**src/rtl/synchro_event_bank_if.sv**
```systemverilog
// Bus bundle between the async-event bank and its consumer (register file / bench).
interface synchro_event_bank_if #(
   parameter int unsigned WIDTH = 8
);
   logic [WIDTH-1:0] asyncIn;
   logic             clearStrobe;
   logic [WIDTH-1:0] clearMask;
   logic [WIDTH-1:0] irqEnable;
   logic [WIDTH-1:0] syncOut;
   logic [WIDTH-1:0] risePulse;
   logic [WIDTH-1:0] fallPulse;
   logic [WIDTH-1:0] pending;
   logic [WIDTH-1:0] overflow;
   logic             irq;

   // Consumer side: drives inputs and clear/enable, observes status.
   modport master (
      output asyncIn, clearStrobe, clearMask, irqEnable,
      input  syncOut, risePulse, fallPulse, pending, overflow, irq
   );

   // Event bank side.
   modport slave (
      input  asyncIn, clearStrobe, clearMask, irqEnable,
      output syncOut, risePulse, fallPulse, pending, overflow, irq
   );
endinterface

```
**src/rtl/synchro_event_bank.sv**
```systemverilog
// Multi-channel async input synchroniser with glitch filter, edge detect,
// sticky pending/overflow flags and an aggregated registered interrupt.
module synchro_event_bank #(
   parameter int unsigned     WIDTH      = 8,
   parameter int unsigned     STAGES     = 2,
   parameter int unsigned     FILTER     = 4,
   parameter logic [WIDTH-1:0] RISE_MASK = '1,
   parameter logic [WIDTH-1:0] FALL_MASK = '0,
   parameter logic [WIDTH-1:0] INIT_LEVEL = '0
) (
   input logic                  clock,
   input logic                  nReset,
   synchro_event_bank_if.slave  bus
);

   localparam int unsigned      CNT_W    = $clog2(FILTER + 1);
   localparam logic [CNT_W-1:0] CNT_LAST = CNT_W'(FILTER - 1);

   logic [WIDTH-1:0] sync_q [STAGES];
   logic [WIDTH-1:0] sync_d [STAGES];
   logic [CNT_W-1:0] cnt_q  [WIDTH];
   logic [CNT_W-1:0] cnt_d  [WIDTH];
   logic [WIDTH-1:0] level_q, level_d;
   logic [WIDTH-1:0] rise_q, rise_d;
   logic [WIDTH-1:0] fall_q, fall_d;
   logic [WIDTH-1:0] pend_q, pend_d;
   logic [WIDTH-1:0] ovf_q, ovf_d;
   logic             irq_q, irq_d;

   logic [WIDTH-1:0] sync_val_c;
   logic [WIDTH-1:0] event_c;
   logic [WIDTH-1:0] clr_c;

   assign sync_val_c = sync_q[STAGES-1];
   assign event_c    = (rise_q & RISE_MASK) | (fall_q & FALL_MASK);
   assign clr_c      = bus.clearStrobe ? bus.clearMask : '0;

   // Synchroniser chain shift.
   always_comb begin
      sync_d[0] = bus.asyncIn;
      for (int unsigned k = 1; k < STAGES; k++) begin
         sync_d[k] = sync_q[k-1];
      end
   end

   // Stability filter: a new level must persist FILTER cycles; edges pulse on acceptance.
   always_comb begin
      level_d = level_q;
      rise_d  = '0;
      fall_d  = '0;
      for (int unsigned i = 0; i < WIDTH; i++) begin
         cnt_d[i] = cnt_q[i];
         if (sync_val_c[i] == level_q[i]) begin
            cnt_d[i] = '0;
         end else if (cnt_q[i] == CNT_LAST) begin
            cnt_d[i]   = '0;
            level_d[i] = sync_val_c[i];
            rise_d[i]  = sync_val_c[i];
            fall_d[i]  = ~sync_val_c[i];
         end else begin
            cnt_d[i] = cnt_q[i] + CNT_W'(1);
         end
      end
   end

   // Sticky pending/overflow: a simultaneous event wins over clear but resets overflow.
   always_comb begin
      pend_d = pend_q;
      ovf_d  = ovf_q;
      for (int unsigned i = 0; i < WIDTH; i++) begin
         if (event_c[i]) begin
            pend_d[i] = 1'b1;
            if (clr_c[i]) begin
               ovf_d[i] = 1'b0;
            end else if (pend_q[i]) begin
               ovf_d[i] = 1'b1;
            end
         end else if (clr_c[i]) begin
            pend_d[i] = 1'b0;
            ovf_d[i]  = 1'b0;
         end
      end
   end

   // Interrupt aggregation.
   always_comb begin
      irq_d = |(pend_q & bus.irqEnable);
   end

   // Synchroniser flops.
   always_ff @(posedge clock or negedge nReset) begin
      if (!nReset) begin
         for (int unsigned k = 0; k < STAGES; k++) begin
            sync_q[k] <= INIT_LEVEL;
         end
      end else begin
         for (int unsigned k = 0; k < STAGES; k++) begin
            sync_q[k] <= sync_d[k];
         end
      end
   end

   // Filter counters, accepted level and edge pulses.
   always_ff @(posedge clock or negedge nReset) begin
      if (!nReset) begin
         for (int unsigned i = 0; i < WIDTH; i++) begin
            cnt_q[i] <= '0;
         end
         level_q <= INIT_LEVEL;
         rise_q  <= '0;
         fall_q  <= '0;
      end else begin
         for (int unsigned i = 0; i < WIDTH; i++) begin
            cnt_q[i] <= cnt_d[i];
         end
         level_q <= level_d;
         rise_q  <= rise_d;
         fall_q  <= fall_d;
      end
   end

   // Status flags and interrupt.
   always_ff @(posedge clock or negedge nReset) begin
      if (!nReset) begin
         pend_q <= '0;
         ovf_q  <= '0;
         irq_q  <= 1'b0;
      end else begin
         pend_q <= pend_d;
         ovf_q  <= ovf_d;
         irq_q  <= irq_d;
      end
   end

   assign bus.syncOut   = level_q;
   assign bus.risePulse = rise_q;
   assign bus.fallPulse = fall_q;
   assign bus.pending   = pend_q;
   assign bus.overflow  = ovf_q;
   assign bus.irq       = irq_q;

endmodule

```
**src/flat_wrapper.sv**
```systemverilog
// flat-port wrapper written by rule: the top's interface ports become plain ports
module synchro_event_bank_flat 
#(
   parameter int unsigned     WIDTH      = 8,
   parameter int unsigned     STAGES     = 2,
   parameter int unsigned     FILTER     = 4,
   parameter logic [WIDTH-1:0] RISE_MASK = '1,
   parameter logic [WIDTH-1:0] FALL_MASK = '0,
   parameter logic [WIDTH-1:0] INIT_LEVEL = '0
)
  (clock, nReset, bus_asyncIn, bus_clearStrobe, bus_clearMask, bus_irqEnable, bus_syncOut, bus_risePulse, bus_fallPulse, bus_pending, bus_overflow, bus_irq);
  synchro_event_bank_if #(.WIDTH(WIDTH)) bus_i ();
  input logic clock;
  input logic nReset;
  input wire logic [$bits(bus_i.asyncIn)-1:0] bus_asyncIn;
  input wire logic [$bits(bus_i.clearStrobe)-1:0] bus_clearStrobe;
  input wire logic [$bits(bus_i.clearMask)-1:0] bus_clearMask;
  input wire logic [$bits(bus_i.irqEnable)-1:0] bus_irqEnable;
  output wire logic [$bits(bus_i.syncOut)-1:0] bus_syncOut;
  output wire logic [$bits(bus_i.risePulse)-1:0] bus_risePulse;
  output wire logic [$bits(bus_i.fallPulse)-1:0] bus_fallPulse;
  output wire logic [$bits(bus_i.pending)-1:0] bus_pending;
  output wire logic [$bits(bus_i.overflow)-1:0] bus_overflow;
  output wire logic [$bits(bus_i.irq)-1:0] bus_irq;
  assign bus_i.asyncIn = bus_asyncIn;
  assign bus_i.clearStrobe = bus_clearStrobe;
  assign bus_i.clearMask = bus_clearMask;
  assign bus_i.irqEnable = bus_irqEnable;
  assign bus_syncOut = bus_i.syncOut;
  assign bus_risePulse = bus_i.risePulse;
  assign bus_fallPulse = bus_i.fallPulse;
  assign bus_pending = bus_i.pending;
  assign bus_overflow = bus_i.overflow;
  assign bus_irq = bus_i.irq;
  synchro_event_bank #(.WIDTH(WIDTH), .STAGES(STAGES), .FILTER(FILTER), .RISE_MASK(RISE_MASK), .FALL_MASK(FALL_MASK), .INIT_LEVEL(INIT_LEVEL)) u_core (.clock(clock), .nReset(nReset), .bus(bus_i));
endmodule
```
**config.mk**
```make
export PLATFORM = sky130hd
export DESIGN_NAME = synchro_event_bank_flat
export DESIGN_NICKNAME = d
export VERILOG_FILES = /design/src/rtl/synchro_event_bank_if.sv /design/src/rtl/synchro_event_bank.sv /design/src/flat_wrapper.sv
export SDC_FILE = /design/constraint.sdc
export NUM_CORES = 1
export LEC_CHECK = 0
export ABC_AREA = 1
export ABC_CLOCK_PERIOD_IN_PS = 1300
export BUFFER_PORTS_ARGS = -buffer_cell sky130_fd_sc_hd__buf_2
export CAP_MARGIN = 20
export CORE_MARGIN = 8
export CORE_UTILIZATION = 53
export DETAILED_ROUTE_END_ITERATION = 16
export PLACE_DENSITY = 0.91
export SLEW_MARGIN = 20
export SYNTH_ARGS = -nofsm -noshare
export SYNTH_HDL_FRONTEND = slang
export SYNTH_SLANG_ARGS = --single-unit
export TNS_END_PERCENT = 10
```
**constraint.sdc**
```tcl
create_clock -name clock -period 1.3 [get_ports clock]
set_clock_uncertainty 0.2 [all_clocks]
set_input_delay 0.13 -clock clock [delete_from_list [all_inputs] [get_ports clock]]
set_output_delay 0.13 -clock clock [all_outputs]
set_load 0.1 [all_outputs]
```
== After elaboration in Yosys (flattened, before gate mapping) ==
Cells that the tools add are included.

* Input port bits: 27
* Memories: 0
* Memory bits (read-only): 0
* Bits in writable memories: 0
* Register bits: 81
* Bits in latches: 0
* Word-level logic and storage cells: 200
* Output and inout bits: 41

* Equal/unequal tests: 16
* Shift-type cells: 0
* Muxes and demuxes: 89
* Reduce and logical (&&, ||, !) cells: 33
* $lt $le $gt $ge: 0
* Multiply operators: 0
* Add/subtract/negate cells: 8
* Div/mod/pow operators: 0
* Bitwise operators: 17

{| class="wikitable"
|+ Operator list
! kind !! number
|-
| 1-bit two-way mux || 72
|-
| 3-bit two-way mux || 16
|-
| 2-bit AND reduction || 16
|-
| 2-bit nonzero test || 16
|-
| 3-bit by 1-bit adder with 3-bit output (second input constant) || 8
|-
| 3-bit by 2-bit == test with 1-bit output (second input constant) || 8
|-
| 1-bit NOT || 16
|-
| 8-bit AND || 1
|-
| 1-bit == test || 8
|-
| 8-bit two-way mux || 1
|-
| 8-bit OR reduction || 1
|}

== Longest topological paths before layout ==
* Depth after elaboration: 3
* Mapped depth: 5

== Least setup slack after synthesis ==
Ideal clock, no wire load.

* Path type: register -> register
* Start point: reg u_core.level_q[0] (netlist: u_core.bus.syncOut[0])
* End point: reg u_core.rise_q[0] (netlist: u_core.bus.risePulse[0])
* Stages on the path, launching flop included: 3
* Slack: -0.266 ns
* Arrival time: 1.236 ns
* Buffers on the path: 0
* Period minus slack after synthesis: 1.566 ns
* Data required time: 0.970 ns
* Path through: dfrtp_1 > xnor2_1 > nor2_1

* Longest elaborated chain between the ends: 2

{| class="wikitable"
|+ RTL lines
! item !! RTL line !! text
|-
| from (decl) || synchro_event_bank.sv:23 || <nowiki>logic [WIDTH-1:0] level_q, level_d;</nowiki>
|-
| from (signal assigned) || synchro_event_bank.sv:116 || <nowiki>level_q <= level_d;</nowiki>
|-
| 1-bit == test || synchro_event_bank.sv:53 || <nowiki>if (sync_val_c[i] == level_q[i]) begin</nowiki>
|-
| 1-bit two-way mux || synchro_event_bank.sv:53 ||
|-
| named net u_core.rise_d[0] || synchro_event_bank.sv:24 || <nowiki>logic [WIDTH-1:0] rise_q, rise_d;</nowiki>
|-
| to (signal assigned) || synchro_event_bank.sv:117 || <nowiki>rise_q <= rise_d;</nowiki>
|-
| to (decl) || synchro_event_bank.sv:24 ||
|}

The timed path passes the listed nets, and every way through them passes these cells.
A chain may end at the register's enable or synchronous reset.

== Worst setup path after layout ==
* Start point: reg u_core.level_q[0] (netlist: u_core.bus.syncOut[0])
* End point: out bus_syncOut[0]

{| class="wikitable"
|+ RTL lines
! item !! RTL line !! text
|-
| to (decl) || flat_wrapper.sv:19 || <nowiki>output wire logic [$bits(bus_i.syncOut)-1:0] bus_syncOut;</nowiki>
|}

No word-level cell between the ends.

==> impl_results.md <==
* # rows at 27
* First-pass GRT wire length at between 10000 and 15000 um
* Final net count at around 420
* Total power at 9.39 mW
* Die X at 90.7 um
* Top cell family by delay on the critical path: flip-flops
* Buf/Inv on CP at 1
* Slew @ Worst Pin at ~0.42 ns
* Slew Viols, Final at 0
* Antenna viol nets, final at 0
* Initial Util at between 50% and 60%
* Most frequent cells in the layout: nand2_1, dfrtp_1, nor2_1, buf_12, inv_1
* ANT cells at 0
* Worst-path cell chain: buf_12
* Failing checks: negative setup slack
* CTS tree: yes
* Global route overflow at 0
* Placed Instances at between 400 and 500
* Ys Warns at 0
* Root buf cell: clkbuf_8
* Fin worst setup slack at -0.0207 ns
* Final hold slack at approximately 0.14 ns
* Hold WC Path Type: in -> async
* Dpl hpwl at roughly 4600 um
* Drt total wl at just under 7000 um
* Syn_nets at about 320
* Die Span Y at between 90 and 100 um
* Seq cells post-synth at 81
* Sequential share of the synthesized area at roughly two thirds
* H-tree levels at 3
* Clock sink count at 81
* CTS Buf Count at 9
* Peak per-stage delay on the critical path at between 0.4 and 0.5 ns
* Cell area power density at between 2000 and 2500 nW/um^2
* Input/output buffers at 67
* P&R area growth vs syn at 55.7%
* Arr. time, crit path at about 1 ns
* Reg-to-reg startpoint: u_core.cnt_q[3]
* Netlist Area Pre-Place at slightly below 3000 um^2
* Drt first pass iters at 6
* Distinct cells, synth at 12
* FF-to-FF End: u_core.bus.syncOut[6]
* Final Instance Area at between 4000 and 5000 um^2
* Core Area at around 5400 um^2
* Worst setup path class: reg -> out
* Share of the clock period used by the worst path at 102%
* Status: finished, violations left
* DR vias/cell at between 4 and 5
* Pin count of the biggest net entering global routing at 82
* Placed cell area at ~4100 um^2
* Total global routing track utilization at about 17%
* Avg Inst Size Synth at roughly 11 um^2
* Initial antenna violation count at 0
* DRC viols at 0
* Crit path required time at roughly 0.97 ns
* P_leak at 2.32 nW
* Die area at 8220 um^2
* Vias in the first global route at roughly 2400
* Cell Count, Final, Fillers Out at roughly 470
* Crit path depth at 1
* Final hold violations at 0
* Final setup viols at 11
* Clk buf depth at 2
* Slew HR at between 70% and 80%
* CP max FO at 3
* I/O pin cnt at 68
* CP startpoint kind: register
* RSZ-0062 raised after global routing: yes
* Tmin final at roughly 1.3 ns
* Clk_lat worst skew at about 0.34 ns
* Cells after synthesis at 281
* CTS clk-pin slew, worst paths at about 0.08 ns
* Via count at between 2000 and 2500
* Commonest non-fill, non-tap cell in the layout: nand2_1
* Worst r2r path cells at 5
* Fraction of layout cells with a size suffix above 1 at 28.2%
* GPL Wtd Cong at just under 0.8
* Max-cap viol count at 0
* Max stage delay cell, worst path: dfrtp_2
* Fmax at ~0.76 GHz
* Finished Core Util at 84.5%
* Max VDD drop at 1.44 mV
* DRT iter0 DRCs at 90
* Wire length per cell at around 14 um
* Element type at the critical path end: output pin
* Reg2reg setup slack at ~0.030 ns
==> Yosys cell counts <==
master   instances  area [um^2]
xnor2_1          8         70.1
nor2_1          42          158
ha_1             8          100
nand2_1         72          270
o21ai_0          8         40.0
nor3_1           8         40.0
buf_4            1         7.51
nand2_2          1         6.26
dfrtp_1         81         2030
a21o_1           8         60.1
inv_1           36          135
nand3_1          8         40.0
==> per-stage QoR <==
step / setup TNS [ns] / setup WS, ns
6_report: -0.107 / -0.0207
5_1_grt: -0.814 / -0.0459
4_1_cts: -0.273 / -0.0276
3_5_place_dp: 0 / 0.0832
3_3_place_gp: 0 / 0.165
2_1_floorplan: -1.26 / -0.101
==> area by class of cell <==
class,count,area (um^2)
clock buffer,12,165
clock inverter,4,73.8
fill,279,841
inverter,36,135
multi-input combinational,163,830
sequential,81,2050
tap,72,90.1
timing repair buffer,97,1260
==> registers in the layout, summed over array words and instances, names as in the netlist <==
signal                cells
u_core.sync_val_c         8
u_core.bus.pending        8
u_core.bus.syncOut        8
u_core.bus.risePulse      8
u_core.cnt_q             24
u_core.bus.irq            1
u_core.bus.overflow       8
u_core.sync_d             8
u_core.bus.fallPulse      8
==> routing by layer <==
| layer | track usage [%] | vias up | part of all wire [%] |
|---|---|---|---|
| li1 | - | 1082 | - |
| met1 | 18.1 | 1060 | 37 |
| met2 | 31.4 | 61 | 55 |
| met3 | 4.41 | 15 | 5.4 |
| met4 | 8.60 | 0 | 2.3 |
| met5 | 0 | - | 0 |
==> cell families after synthesis <==
| family | share of synthesized area, % |
|---|---|
| adder cells (fa/ha/maj) | 3.39 |
| buffers and inverters | 4.83 |
| AND/OR/NAND/NOR | 17.4 |
| XOR/XNOR | 2.37 |
| flip-flops | 68.6 |
| AO/OA/AOI/OAI | 3.39 |
==> where the power goes <==
part / total (mW) / internal [mW] / switching (mW)
clock network: 2.10 / 1.24 / 0.857
logic: 3.85 / 1.41 / 2.44
registers: 3.44 / 2.99 / 0.451
==> how the worst max path moves through the flow <==
stage	start	end	slack, ns
after CTS	u_core.bus.syncOut[4]	bus_syncOut[4]	-0.03
after detailed placement	u_core.bus.syncOut[0]	u_core.cnt_q[22]	0.08
after global routing	u_core.bus.syncOut[6]	bus_syncOut[6]	-0.05
final	u_core.bus.syncOut[0]	bus_syncOut[0]	-0.02
after floorplan	u_core.bus.risePulse[0]	u_core.bus.overflow[0]	-0.10
after global placement	u_core.cnt_q[15]	u_core.bus.syncOut[2]	0.16
==> timing repair <==
action | in CTS | in global routing
resized for setup | 0 | 2
setup endpoints to repair | 21 | 31
hold buffers | 26 | 0
setup buffers | 2 | 1
hold endpoints to repair | 106 | 0
(Power assumes the default switching activity.)
